**config.mk**
```make
export PLATFORM = sky130hd
export DESIGN_NAME = adc_data_framer
export DESIGN_NICKNAME = d
export VERILOG_FILES = /design/src/rtl/adc_data_framer.sv
export SDC_FILE = /design/constraint.sdc
export NUM_CORES = 1
export LEC_CHECK = 0
export BUFFER_PORTS_ARGS = -buffer_cell sky130_fd_sc_hd__buf_2
export CAP_MARGIN = 20
export CORE_ASPECT_RATIO = 1.2
export CORE_MARGIN = 3
export CORE_UTILIZATION = 40
export DETAILED_ROUTE_END_ITERATION = 10
export SLEW_MARGIN = 15
export SYNTH_ARGS = -nofsm -noshare
export SYNTH_HDL_FRONTEND = slang
export SYNTH_SLANG_ARGS = --single-unit
export TNS_END_PERCENT = 10
```
**constraint.sdc**
```tcl
create_clock -name clk -period 3.3 [get_ports clk]
set_input_delay 0.66 -clock clk [delete_from_list [all_inputs] [get_ports clk]]
set_output_delay 0.66 -clock clk [all_outputs]
set_load 0.01 [all_outputs]
```
**src/rtl/adc_data_framer.sv**
```systemverilog
// rtl/adc_data_framer.sv - frames buffered ADC samples with header, count, payload, pad and tail words
module adc_data_framer #(
  parameter int unsigned FRAME_LEN   = 256,
  parameter logic [15:0] HEADER_WORD = 16'hEB90,
  parameter logic [15:0] TAIL_WORD   = 16'h5A5A
) (
  input  logic        clk,
  input  logic        reset,
  input  logic        Acq_Start_Stop,
  input  logic [15:0] Sample_Data,
  input  logic        Sample_Valid,
  input  logic        ext_fifo_full,
  output logic [15:0] ext_fifo_din,
  output logic        ext_fifo_wr_en,
  output logic [15:0] Frame_Count,
  output logic        Overflow_Flag,
  output logic        Busy
);

  typedef enum logic [2:0] {
    S_IDLE, S_HEADER, S_COUNT, S_PAYLOAD, S_PAD, S_TAIL
  } state_t;

  localparam logic [11:0] LAST_IDX = 12'(FRAME_LEN - 1);

  state_t      state_q, state_d;
  logic [15:0] mem_q [4];
  logic [15:0] mem_d [4];
  logic [1:0]  wr_ptr_q, wr_ptr_d, rd_ptr_q, rd_ptr_d;
  logic [2:0]  cnt_q, cnt_d;
  logic [11:0] pcnt_q, pcnt_d;
  logic [15:0] fc_q, fc_d;
  logic        ovf_q, ovf_d;
  logic        acq_q, acq_d;
  logic [15:0] din_q, din_d;
  logic        wr_en_q, wr_en_d;

  logic        buf_empty, buf_full, can_write;
  logic        do_write, do_pop, frame_done;
  logic [15:0] word;
  logic        push, drop, arm, flush;

  assign buf_empty = (cnt_q == 3'd0);
  assign buf_full  = (cnt_q == 3'd4);
  assign can_write = !ext_fifo_full;

  // State register plus all datapath flops; reset abandons any partial frame
  always_ff @(posedge clk) begin
    if (reset) begin
      state_q  <= S_IDLE;
      for (int i = 0; i < 4; i++) mem_q[i] <= '0;
      wr_ptr_q <= '0;
      rd_ptr_q <= '0;
      cnt_q    <= '0;
      pcnt_q   <= '0;
      fc_q     <= '0;
      ovf_q    <= 1'b0;
      acq_q    <= 1'b0;
      din_q    <= '0;
      wr_en_q  <= 1'b0;
    end else begin
      state_q  <= state_d;
      mem_q    <= mem_d;
      wr_ptr_q <= wr_ptr_d;
      rd_ptr_q <= rd_ptr_d;
      cnt_q    <= cnt_d;
      pcnt_q   <= pcnt_d;
      fc_q     <= fc_d;
      ovf_q    <= ovf_d;
      acq_q    <= acq_d;
      din_q    <= din_d;
      wr_en_q  <= wr_en_d;
    end
  end

  // Next-state: every write-state only advances on a cycle the external FIFO has room
  always_comb begin
    state_d = state_q;
    case (state_q)
      S_IDLE:    if (Acq_Start_Stop && !buf_empty) state_d = S_HEADER;
      S_HEADER:  if (can_write) state_d = S_COUNT;
      S_COUNT:   if (can_write) state_d = S_PAYLOAD;
      S_PAYLOAD: begin
        if (can_write) begin
          if (!buf_empty && pcnt_q == LAST_IDX) state_d = S_TAIL;
          else if (buf_empty && !Acq_Start_Stop) state_d = S_PAD;
        end
      end
      S_PAD:     if (can_write && pcnt_q == LAST_IDX) state_d = S_TAIL;
      S_TAIL:    if (can_write) state_d = S_IDLE;
      default:   state_d = S_IDLE;
    endcase
  end

  // Output decode: which word (if any) goes to the external FIFO this cycle
  always_comb begin
    do_write   = 1'b0;
    do_pop     = 1'b0;
    frame_done = 1'b0;
    word       = '0;
    case (state_q)
      S_HEADER:  if (can_write) begin do_write = 1'b1; word = HEADER_WORD; end
      S_COUNT:   if (can_write) begin do_write = 1'b1; word = fc_q; end
      S_PAYLOAD: if (can_write && !buf_empty) begin
        do_write = 1'b1;
        do_pop   = 1'b1;
        word     = mem_q[rd_ptr_q];
      end
      S_PAD:     if (can_write) begin do_write = 1'b1; word = 16'h0000; end
      S_TAIL:    if (can_write) begin do_write = 1'b1; word = TAIL_WORD; frame_done = 1'b1; end
      default:   ;
    endcase
  end

  // Sample buffer, counters and sticky flag; a full buffer drops even if a pop happens this cycle
  always_comb begin
    arm   = (state_q == S_IDLE) && Acq_Start_Stop && !acq_q;
    push  = Sample_Valid && Acq_Start_Stop && !buf_full;
    drop  = Sample_Valid && buf_full;
    flush = !Acq_Start_Stop && (frame_done || state_q == S_IDLE);

    mem_d    = mem_q;
    wr_ptr_d = wr_ptr_q;
    rd_ptr_d = rd_ptr_q;
    cnt_d    = cnt_q;
    if (flush) begin
      wr_ptr_d = '0;
      rd_ptr_d = '0;
      cnt_d    = '0;
    end else begin
      if (push) begin
        mem_d[wr_ptr_q] = Sample_Data;
        wr_ptr_d        = wr_ptr_q + 2'd1;
      end
      if (do_pop) rd_ptr_d = rd_ptr_q + 2'd1;
      cnt_d = cnt_q + {2'b00, push} - {2'b00, do_pop};
    end

    pcnt_d = pcnt_q;
    if (frame_done) pcnt_d = '0;
    else if (do_write && (state_q == S_PAYLOAD || state_q == S_PAD)) pcnt_d = pcnt_q + 12'd1;

    fc_d = fc_q;
    if (arm) fc_d = '0;
    else if (frame_done) fc_d = fc_q + 16'd1;

    ovf_d = ovf_q;
    if (arm) ovf_d = 1'b0;
    if (drop) ovf_d = 1'b1;

    acq_d   = Acq_Start_Stop;
    wr_en_d = do_write;
    din_d   = do_write ? word : din_q;
  end

  assign ext_fifo_din   = din_q;
  assign ext_fifo_wr_en = wr_en_q;
  assign Frame_Count    = fc_q;
  assign Overflow_Flag  = ovf_q;
  assign Busy           = (state_q != S_IDLE);

endmodule

```
==> results of run 1 <==
==> cell usage in the layout (no fill, tap or decap), types with 4 or more instances in the layout <==
cell | netlist | layout
dfxtp_1 | 121 | 121
a21oi_1 | 89 | 89
nand2_1 | 83 | 83
nand3_1 | 70 | 70
buf_2 | 16 | 55
nor2_1 | 23 | 23
clkbuf_16 | 0 | 17
mux4_2 | 16 | 16
buf_4 | 4 | 15
nand4_1 | 14 | 14
inv_1 | 12 | 12
or4_1 | 10 | 10
a22oi_1 | 9 | 9
o31ai_1 | 9 | 9
xor2_1 | 9 | 9
or3_1 | 8 | 8
o2bb2ai_1 | 8 | 8
ha_1 | 8 | 8
nor2b_1 | 7 | 7
o21ai_0 | 7 | 7
xnor2_1 | 6 | 6
and3_1 | 5 | 5
a21o_1 | 5 | 5
a221oi_1 | 5 | 5
mux2i_1 | 4 | 4
and4_1 | 4 | 4
clkinvlp_4 | 0 | 4
clkbuf_8 | 0 | 4
==> registers in the layout, summed over array words and instances, names as in the netlist <==
name,flops
Frame_Count,16
Overflow_Flag,1
acq_q,1
cnt_q,3
ext_fifo_din,16
ext_fifo_wr_en,1
mem_q,64
pcnt_q,12
rd_ptr_q,2
state_q,3
wr_ptr_q,2
==> critical path, delay by kind of cell, from the launching register on <==
family	cells	cell delay, ps
simple gates	2	300
compound gates	1	470
xor+xnor	2	310
buf+inv	1	40
flops	1	650
fa+ha+maj	3	700
==> worst paths after layout <==
kind / start / endpoint / cells after the start
worst max-delay path: state_q[0] / cnt_q[2] / 9
worst min-delay path: Overflow_Flag / Overflow_Flag / 1
worst min register to register: Overflow_Flag / Overflow_Flag / 1
worst max register to register: state_q[0] / cnt_q[2] / 9
==> power groups by stage <==
stage	clock network (uW)	registers (uW)	logic (uW)
floorplan	0	1590	334
CTS	1820	1580	472
finish	1790	1580	470
global placement	0	1600	462
global route	1880	1590	518
detailed placement	0	1610	471
==> per-layer routing <==
metal	up-vias	GRT usage (%)	share of wire [%]
li1	2365	-	-
met1	2316	24.8	41
met2	126	34.4	53
met4	0	6.53	1.2
met5	-	0	0
met3	22	4.96	5.1
==> layout make-up <==
type                    count  area (um^2)  share of cell area, %
flip-flops and latches    121         2420                   37.2
repair buffers             70          388                   5.96
well taps                 168          210                   3.23
inverters                  12         45.0                  0.692
clock inverters             9         91.3                   1.40
multi-input cells         444         2870                   44.1
clock buffers              22          484                   7.44
==> per-stage QoR <==
| stage | utilization [%] | instances | area [um^2] | total power (uW) |
|---|---|---|---|---|
| floorplan | - | 630 | 5610 | 1930 |
| global placement | 44.1 | 815 | 5930 | 2060 |
| detailed placement | 44.1 | 815 | 5930 | 2080 |
| CTS | 48.3 | 846 | 6510 | 3870 |
| global route | 48.3 | 846 | 6510 | 3990 |
| finish | 48.3 | 846 | 6510 | 3830 |
==> cells by family after synthesis <==
family / share of synthesized area (%)
DFF: 43.2
adders and majority gates: 2.14
xor gates and xnor gates: 2.34
AOI/OAI and AO/OA: 17.1
muxes: 7.14
and+or+nand+nor: 22.5
buffers and inverters: 5.65
==> run_results.csv, run 1 <==
group,metric,value,unit
run_status,outcome,"complete, no violations",
logic_synthesis,yosysMostFrequentCell,"dfxtp_1",
global_routing,global_route.overflow_total,0,
sta,timing.final.hold_violations,0,
sta,worst_slew_margin_rel,36.1,%
detailed_routing,detailedRoute.firstIterationViolations,403,
cts,worst_skew_pair.late_latency,420,ps
detailed_routing,drtPass1Iterations,5,
sta,finalSetupViolations,0,
final_layout,layout_cells_sized_above_1,18.7,%
critical_path,cpPeakStageDelay,650,ps
final_layout,area_growth,16.1,%
detailed_routing,finalWirelength,15000,um
logic_synthesis,yosys-top-cells-area,"dfxtp_1 (43%), a21oi_1 (7.9%), mux4_2 (6.4%)",
sta,setup_repair_after_global_routing_missed_its_margin,"no",
cts,cts-htree-levels,4,
placed_design,preCtsSetupSlack,698,ps
critical_path,critical_path_required,3580,ps
cts,clkTransAtPathRegs,50,ps
critical_path,criticalPathCategory,"flop to flop",
detailed_routing,final_antenna_net_count,0,
sta,tightestPinTransition,957,ps
global_routing,first_global_vias,4602,
logic_synthesis,post_synth_num_cell_types,60,
detailed_routing,route.detailed.wl_per_inst,17.8,um
logic_synthesis,mappedNetlistNets,660,
flow_run,max_cap_violations,0,
cts,clock-sinks,121,
critical_path,worst_setup_path_end_kind,"flop",
sta,period_needed,2610,ps
logic_synthesis,syn_avg_cell_area,8.90,um^2
floorplan,core_area,13500,um^2
placed_design,total_of_buffers_placed_on_input_and_output_ports,55,
floorplan,area_of_the_die,15500,um^2
floorplan,die-width,114,um
power,power.internal,2800,uW
detailed_routing,via_per_inst,5.71,
critical_path,timing.critical_path.from_type,"flop",
power,power.leakage,0.00231,uW
floorplan,floorplan.initialDensity,41.6,%
power,power_switching_share,26.9,%
worst_hold_path,worst_hold_path_type,"flop to flop",
sta,worst_clock_skew,9.84,ps
critical_path,critical-path-slowest-cell,"dfxtp_1",
global_routing,grt_antenna_before_repair,0,
sta,setup-tns-final,0,ps
cts,ctsRootBufferMaster,"clkbuf_16",
logic_synthesis,netlist_area,5610,um^2
critical_path,timing.critical_path.cells,"o31a_1, and3_1, ha_1, inv_1, ha_1, fa_1, xnor2_1, xnor2_1, nor2_1",
detailed_routing,dr_total_vias,4829,
global_routing,grt_first_pass_wirelength,24200,um
cts,cts_resized,0,
critical_path,arrival_time_at_the_worst_endpoint,2890,ps
placed_design,globalplace.congestion,0.797,
final_layout,fill_cell_count,1294,
power,power.share.combinational,12.3,%
logic_synthesis,synth_top_cell_by_area,"dfxtp_1",
floorplan,row_count,46,
sta,fin_crit_sh,79.2,%
floorplan,die_h,136,um
logic_synthesis,seq_cells_post_synth,121,
power,clock_power_share,46.6,%
logic_synthesis,yosys_warnings,0,
logic_synthesis,synthCells,630,
power,share_seq_of_total_power,41.1,%
cts,cts_tree,"built",
cts,cts_setup_buffers,0,
logic_synthesis,synthArstFlopShare,0,%
power,p_switching,1030,uW
global_routing,grt_start_max_net_pins,72,
cts,cts_inserted_buffers,17,
critical_path,r2r_setup_slack,690,ps
sta,timing.final.ws_setup,687,ps
power,power_per_cell_area,589,nW/um^2
cts,max_buffers_root_to_sink,2,
logic_synthesis,ys_dominant_reg_cell,"dfxtp_1",
global_routing,grt.total_usage,20.1,%
sta,holdWs,449,ps
placed_design,half_perimeter_wire_length_after_placement,9840,um
logic_synthesis,proportion_of_synthesized_chip_area_in_sequential_cells,43.2,%
sta,clock.fmax,0.383,GHz
logic_synthesis,netlist_top_cells_count,"dfxtp_1 (121), a21oi_1 (89), nand2_1 (83), nand3_1 (70)",
sta,drv_slew,0,
logic_synthesis,netlist.area_leader.share,43.2,%
detailed_routing,drt_drc_violations_left,0,
power,worst_supply_voltage_drop_on_vdd,0.579,mV
logic_synthesis,synth-edff-count,0,
floorplan,pin_count,56,
final_layout,num-nets-final,696,
cts,cts_hold_buf,0,
critical_path,critical_path_peak_fanout,17,
final_layout,diodes,0,
Note: power is estimated with default switching activity, not from simulation.
==> run 2, diff against run 1 <==
Clock period 3.3 ns to 2.2 ns, I/O delays scaled along.
==> run 2 against run 1 <==
Net effect: first-iteration DRC count shrank 4.0%; highest routed layer unchanged; sequential power grew 47%; combinational power grew 72%; critical path type unchanged; non-clock buffer count grew 22; utilization grew 2.1 points; critical endpoint unchanged; clock power grew 73%; hold slack lost 150 ps; die area is the same; largest power group unchanged.
==> run_results.csv, run 2 (synthesis gave the netlist of run 1 again) <==
group,metric,value,unit
sta,tightestPinTransition,817,ps
final_layout,area_growth,21.2,%
detailed_routing,drt_drc_violations_left,0,
final_layout,fill_cell_count,1258,
power,share_seq_of_total_power,37.4,%
floorplan,floorplan.initialDensity,41.6,%
final_layout,most_common_cell_after_layout_fill_and_taps_aside,"dfxtp_1",
power,power_switching_share,24.7,%
placed_design,half_perimeter_wire_length_after_placement,10400,um
final_layout,registers.top_by_ff_count,"mem_q",
final_layout,final_cell_mix,"dfxtp_1 (119), a21oi_1 (89), nand2_1 (83)",
global_routing,first_global_vias,4777,
power,worst_supply_voltage_drop_on_vdd,0.579,mV
critical_path,timing.rr.start,"cnt_q[2]",
final_layout,final_design_area_no_fill,6790,um^2
final_layout,layout_cells_sized_above_1,22.4,%
floorplan,area_of_the_die,15500,um^2
cts,cts_tree,"built",
floorplan,die_h,136,um
flow_run,max_cap_violations,0,
critical_path,timing.rr.end,"cnt_q[2]",
worst_hold_path,whs_path_depth,3,
global_routing,grt_antenna_before_repair,0,
power,p_switching,1540,uW
final_layout,utilization,50.4,%
sta,drv_slew,0,
power,power.internal,4690,uW
cts,cts-htree-levels,4,
floorplan,pin_count,56,
critical_path,r2r_setup_slack,100,ps
floorplan,die-width,114,um
sta,finalSetupViolations,0,
critical_path,critical_path_required,2510,ps
power,power.leakage,0.00248,uW
power,power.share.combinational,13.0,%
worst_hold_path,hold_start,"Sample_Data[13]",
cts,ctsRootBufferMaster,"clkbuf_16",
final_layout,max_ffs_per_register,64,
critical_path,timing.critical_path.from_type,"flop",
detailed_routing,drtPass1Iterations,5,
critical_path,worst_setup_path_end_kind,"flop",
sta,worst_clock_skew,6.17,ps
final_layout,diodes,0,
critical_path,worst_reg_to_reg_path_cell_count,9,
cts,worst_skew_pair.late_latency,420,ps
worst_hold_path,worst_hold_path_type,"primary input to flop",
sta,setup_repair_after_global_routing_missed_its_margin,"no",
power,power_per_cell_area,917,nW/um^2
global_routing,global_route.overflow_total,0,
critical_path,criticalPathCategory,"flop to flop",
placed_design,total_of_buffers_placed_on_input_and_output_ports,55,
cts,cts_inserted_buffers,17,
sta,fin_crit_sh,95.4,%
critical_path,critical_path_peak_fanout,4,
critical_path,arrival_time_at_the_worst_endpoint,2410,ps
cts,clkTransAtPathRegs,50,ps
placed_design,post_dp_cell_area,6100,um^2
power,clock_power_share,49.6,%
sta,clock.fmax,0.476,GHz
detailed_routing,dr_total_vias,4984,
cts,max_buffers_root_to_sink,2,
sta,period_needed,2100,ps
placed_design,globalplace.congestion,0.781,
floorplan,core_area,13500,um^2
cts,cts_hold_buf,0,
worst_hold_path,hold-path-endpoint,"mem_q[29]",
global_routing,grt_first_pass_wirelength,24300,um
detailed_routing,route.detailed.wl_per_inst,17.4,um
sta,worst_slew_margin_rel,45.4,%
floorplan,row_count,46,
final_layout,num-nets-final,718,
sta,timing.final.hold_violations,0,
detailed_routing,finalWirelength,15200,um
detailed_routing,via_per_inst,5.74,
detailed_routing,final_antenna_net_count,0,
run_status,outcome,"complete, no violations",
global_routing,grt.total_usage,20.0,%
global_routing,grt_start_max_net_pins,67,
cts,clock-sinks,121,
detailed_routing,detailedRoute.firstIterationViolations,387,
==> run 2: worst max-delay path by stage <==
stage | from | end | slack, ps | cells past startpoint
global placement | cnt_q[2] | cnt_q[2] | 90 | 10
detailed placement | cnt_q[1] | cnt_q[2] | -1 | 9
finish | cnt_q[2] | cnt_q[2] | 100 | 9
floorplan | cnt_q[1] | cnt_q[2] | -380 | 15
global route | cnt_q[0] | cnt_q[2] | 20 | 9
CTS | cnt_q[2] | cnt_q[2] | 4 | 10
==> run 2: layer usage <==
layer	up-vias	share of wire (%)	wire length (um)	global-route usage, %
met1	2436	42	6320	23.2
met2	115	52	7950	36.0
met4	0	1.6	235	7.52
li1	2412	-	-	-
met3	21	4.3	647	4.02
met5	-	0	0	0
==> run 2: critical path: stages, from the launching register on <==
cell     delay (ps)
dfxtp_4         350
o31a_1          290
and3_4          180
ha_1            270
inv_1            40
ha_2            160
fa_2            350
xnor2_2         150
xnor2_1         160
nor2_1           50
==> run 2: what timing repair did <==
action | CTS | global route
buffers inserted | 0 | 1
resized for setup | 1 | 4
pin swaps | 1 | 3
endpoints found under the setup margin | 1 | 3
endpoints found under the hold margin | 0 | 0
==> run 2: layout make-up <==
type | instances | area [um^2] | share of cell area (%)
Clock inverter | 10 | 190 | 2.80
Tap cell | 168 | 210 | 3.09
Timing Repair Buffer | 92 | 553 | 8.14
Multi-Input combinational cell | 444 | 2890 | 42.6
Clock buffer | 22 | 474 | 6.98
Inverter | 12 | 45.0 | 0.663
Sequential cell | 121 | 2430 | 35.7
==> run 2: power groups by stage <==
stage               Sequential [uW]  Clock [uW]  Combinational [uW]
finish                         2330        3090                 809
global route                   2330        3240                 883
CTS                            2330        3140                 804
detailed placement             2370           0                 801
global placement               2370           0                 782
floorplan                      2390           0                 505
==> run 2: per-stage QoR <==
step	worst slack [ps]	instances	hold slack (ps)	power, uW	TNS (ps)
global route	19.4	869	294	6460	0
CTS	3.97	868	287	6270	0
floorplan	-384	630	433	2890	-744
detailed placement	-1.17	836	444	3170	-1.17
finish	100	869	302	6230	0
global placement	92.7	836	438	3150	0
==> run 3, diff against run 2 <==
Settings changed: CORE_UTILIZATION 40 to 34.
==> run 3 against run 2 <==
Net effect: sequential power about the same; power decreased by 6.7%; non-clock buffer count decreased by 4; clock power decreased by 13%; cell area decreased by 0.64%; combinational power about the same; critical path depth unchanged; worst setup slack got worse by 27 ps; clock skew increased by 0.56 ps; largest cell class unchanged; first-iteration DRC count increased by 17%; highest routed layer unchanged.
==> run_results.csv, run 3 (synthesis gave the netlist of run 1 again) <==
group,metric,value,unit
detailed_routing,drt_drc_violations_left,0,
final_layout,final_cell_mix,"dfxtp_1 (118), a21oi_1 (89), nand2_1 (83)",
critical_path,arrival_time_at_the_worst_endpoint,2440,ps
floorplan,pin_count,56,
detailed_routing,finalWirelength,15800,um
floorplan,die-width,123,um
cts,clkTransAtPathRegs,60,ps
critical_path,critical-path-slowest-cell,"fa_2",
global_routing,grt_start_max_net_pins,87,
worst_hold_path,hold_start,"Sample_Data[11]",
cts,ctsRootBufferMaster,"clkbuf_16",
cts,worst_skew_pair.late_latency,420,ps
cts,cts-htree-levels,4,
detailed_routing,drtPass1Iterations,5,
worst_hold_path,worst_hold_path_type,"primary input to flop",
run_status,outcome,"complete, no violations",
placed_design,post_dp_cell_area,6160,um^2
critical_path,timing.critical_path.from_type,"flop",
final_layout,most_common_cell_after_layout_fill_and_taps_aside,"dfxtp_1",
global_routing,grt_first_pass_wirelength,25200,um
detailed_routing,route.detailed.wl_per_inst,17.4,um
power,power.internal,4200,uW
cts,cts_inserted_buffers,17,
detailed_routing,final_antenna_net_count,0,
critical_path,cpPeakStageDelay,350,ps
worst_hold_path,whs_path_depth,3,
placed_design,total_of_buffers_placed_on_input_and_output_ports,55,
cts,cts_tree,"built",
global_routing,grt_antenna_before_repair,1,
power,worst_supply_voltage_drop_on_vdd,0.538,mV
critical_path,worst_reg_to_reg_path_cell_count,9,
critical_path,timing.critical_path.cells,"o31a_1, and3_4, ha_1, inv_1, ha_2, fa_2, xnor2_2, xnor2_1, nor2_1",
floorplan,die_h,147,um
floorplan,core_area,15900,um^2
critical_path,worst_setup_path_end_kind,"flop",
sta,worst_slew_margin_rel,48.1,%
critical_path,criticalPathCategory,"flop to flop",
critical_path,critical_path_required,2510,ps
power,clock_power_share,46.1,%
final_layout,max_ffs_per_register,64,
sta,timing.final.hold_violations,0,
critical_path,stages_on_the_worst_setup_path,9,
final_layout,layout_cells_sized_above_1,22.2,%
detailed_routing,dr_total_vias,4982,
final_layout,registers.top_by_ff_count,"mem_q",
power,power.share.combinational,13.9,%
final_layout,num-nets-final,714,
sta,fin_crit_sh,96.6,%
cts,max_buffers_root_to_sink,2,
cts,clock-sinks,121,
sta,holdWs,300,ps
power,power.leakage,0.00243,uW
floorplan,floorplan.initialDensity,35.3,%
floorplan,row_count,50,
floorplan,area_of_the_die,18100,um^2
power,finalPower,5810,uW
final_layout,fill_cell_count,1574,
final_layout,final_design_area_no_fill,6750,um^2
global_routing,grt.total_usage,17.7,%
placed_design,globalplace.congestion,0.826,
critical_path,timing.rr.end,"cnt_q[2]",
critical_path,timing.rr.start,"cnt_q[0]",
sta,finalSetupViolations,0,
cts,cts_hold_buf,0,
sta,tightestPinTransition,777,ps
power,power_per_cell_area,861,nW/um^2
final_layout,layout.area.seq,2430,um^2
critical_path,cp-startpoint,"cnt_q[0]",
detailed_routing,detailedRoute.firstIterationViolations,452,
sta,clock.fmax,0.470,GHz
critical_path,critical_path_peak_fanout,4,
flow_run,max_cap_violations,0,
critical_path,r2r_setup_slack,70,ps
power,p_switching,1610,uW
power,power_switching_share,27.8,%
critical_path,worstPathBufferInverterCount,1,
worst_hold_path,hold-path-endpoint,"mem_q[59]",
global_routing,first_global_vias,4948,
detailed_routing,via_per_inst,5.49,
sta,period_needed,2130,ps
sta,worst_clock_skew,6.74,ps
global_routing,global_route.overflow_total,0,
final_layout,area_growth,20.4,%
placed_design,half_perimeter_wire_length_after_placement,10400,um
final_layout,multi_input_comb_area,2890,um^2
sta,drv_slew,0,
power,share_seq_of_total_power,40.0,%
critical_path,category_of_cells_accounting_for_the_largest_share_of_critical_path_delay,"adder cells",
## run 3: cell count changes in the layout (fill, tap and decap cells not counted), sizes merged
| cell | before | now |
|---|---|---|
| clkinv | 2 | 8 |
| buf | 92 | 88 |
| bufinv | 5 | 1 |
| clkbuf | 22 | 19 |
| diode | 0 | 2 |
| inv | 12 | 14 |
| clkinvlp | 3 | 2 |
## run 3: worst max-delay path by stage
stage | slack, ps | endpoint
2_1_floorplan | -380 | cnt_q[2]
3_3_place_gp | 90 | cnt_q[2]
3_5_place_dp | 10 | cnt_q[2]
4_1_cts | 4 | cnt_q[2]
5_1_grt | -20 | cnt_q[2]
6_report | 70 | cnt_q[2]
## run 3: timing repair
item                                    CTS  global route
buffers inserted                          0             0
endpoints found under the setup margin    1             1
gates resized for setup                   1             4
pin swaps                                 1             2
hold endpoints to repair                  0             0
## run 3: cell type report
cell class / instances / share of cell area, %
inverter: 12 / 0.667
timing repair buffer: 88 / 8.12
tap: 208 / 3.86
multi-input combinational: 444 / 42.8
clock inverter: 13 / 1.80
sequential: 121 / 36.0
antenna: 2 / 0.0742
clock buffer: 19 / 6.71
## run 3: power groups by stage
stage	registers (uW)	clock network [uW]	logic, uW
detailed placement	2370	0	797
finish	2330	2680	808
global placement	2370	0	780
global route	2340	2820	872
CTS	2320	2700	799
floorplan	2390	0	505
## run 3: worst register-to-register path: stages, from the launching register on
cell     delay, ps
dfxtp_2        340
o31a_1         310
and3_4         180
ha_1           280
inv_1           40
ha_2           160
fa_2           350
xnor2_2        150
xnor2_1        150
nor2_1          60
## run 3: through the flow
step | cells | utilization [%] | setup slack (ps) | setup TNS [ps]
after floorplan | 630 | - | -384 | -744
after global placement | 873 | 38.7 | 89.0 | 0
after detailed placement | 873 | 38.7 | 13.8 | 0
after CTS | 905 | 42.4 | 3.84 | 0
after global routing | 906 | 42.5 | -21.5 | -21.5
final | 907 | 42.5 | 73.9 | 0
## run 3: per-layer routing
metal,GRT usage (%),up-vias,routed length (um)
li1,-,2404,-
met3,5.00,27,792
met2,29.7,154,7970
met1,21.2,2397,6660
met5,0,-,0
met4,6.65,0,350
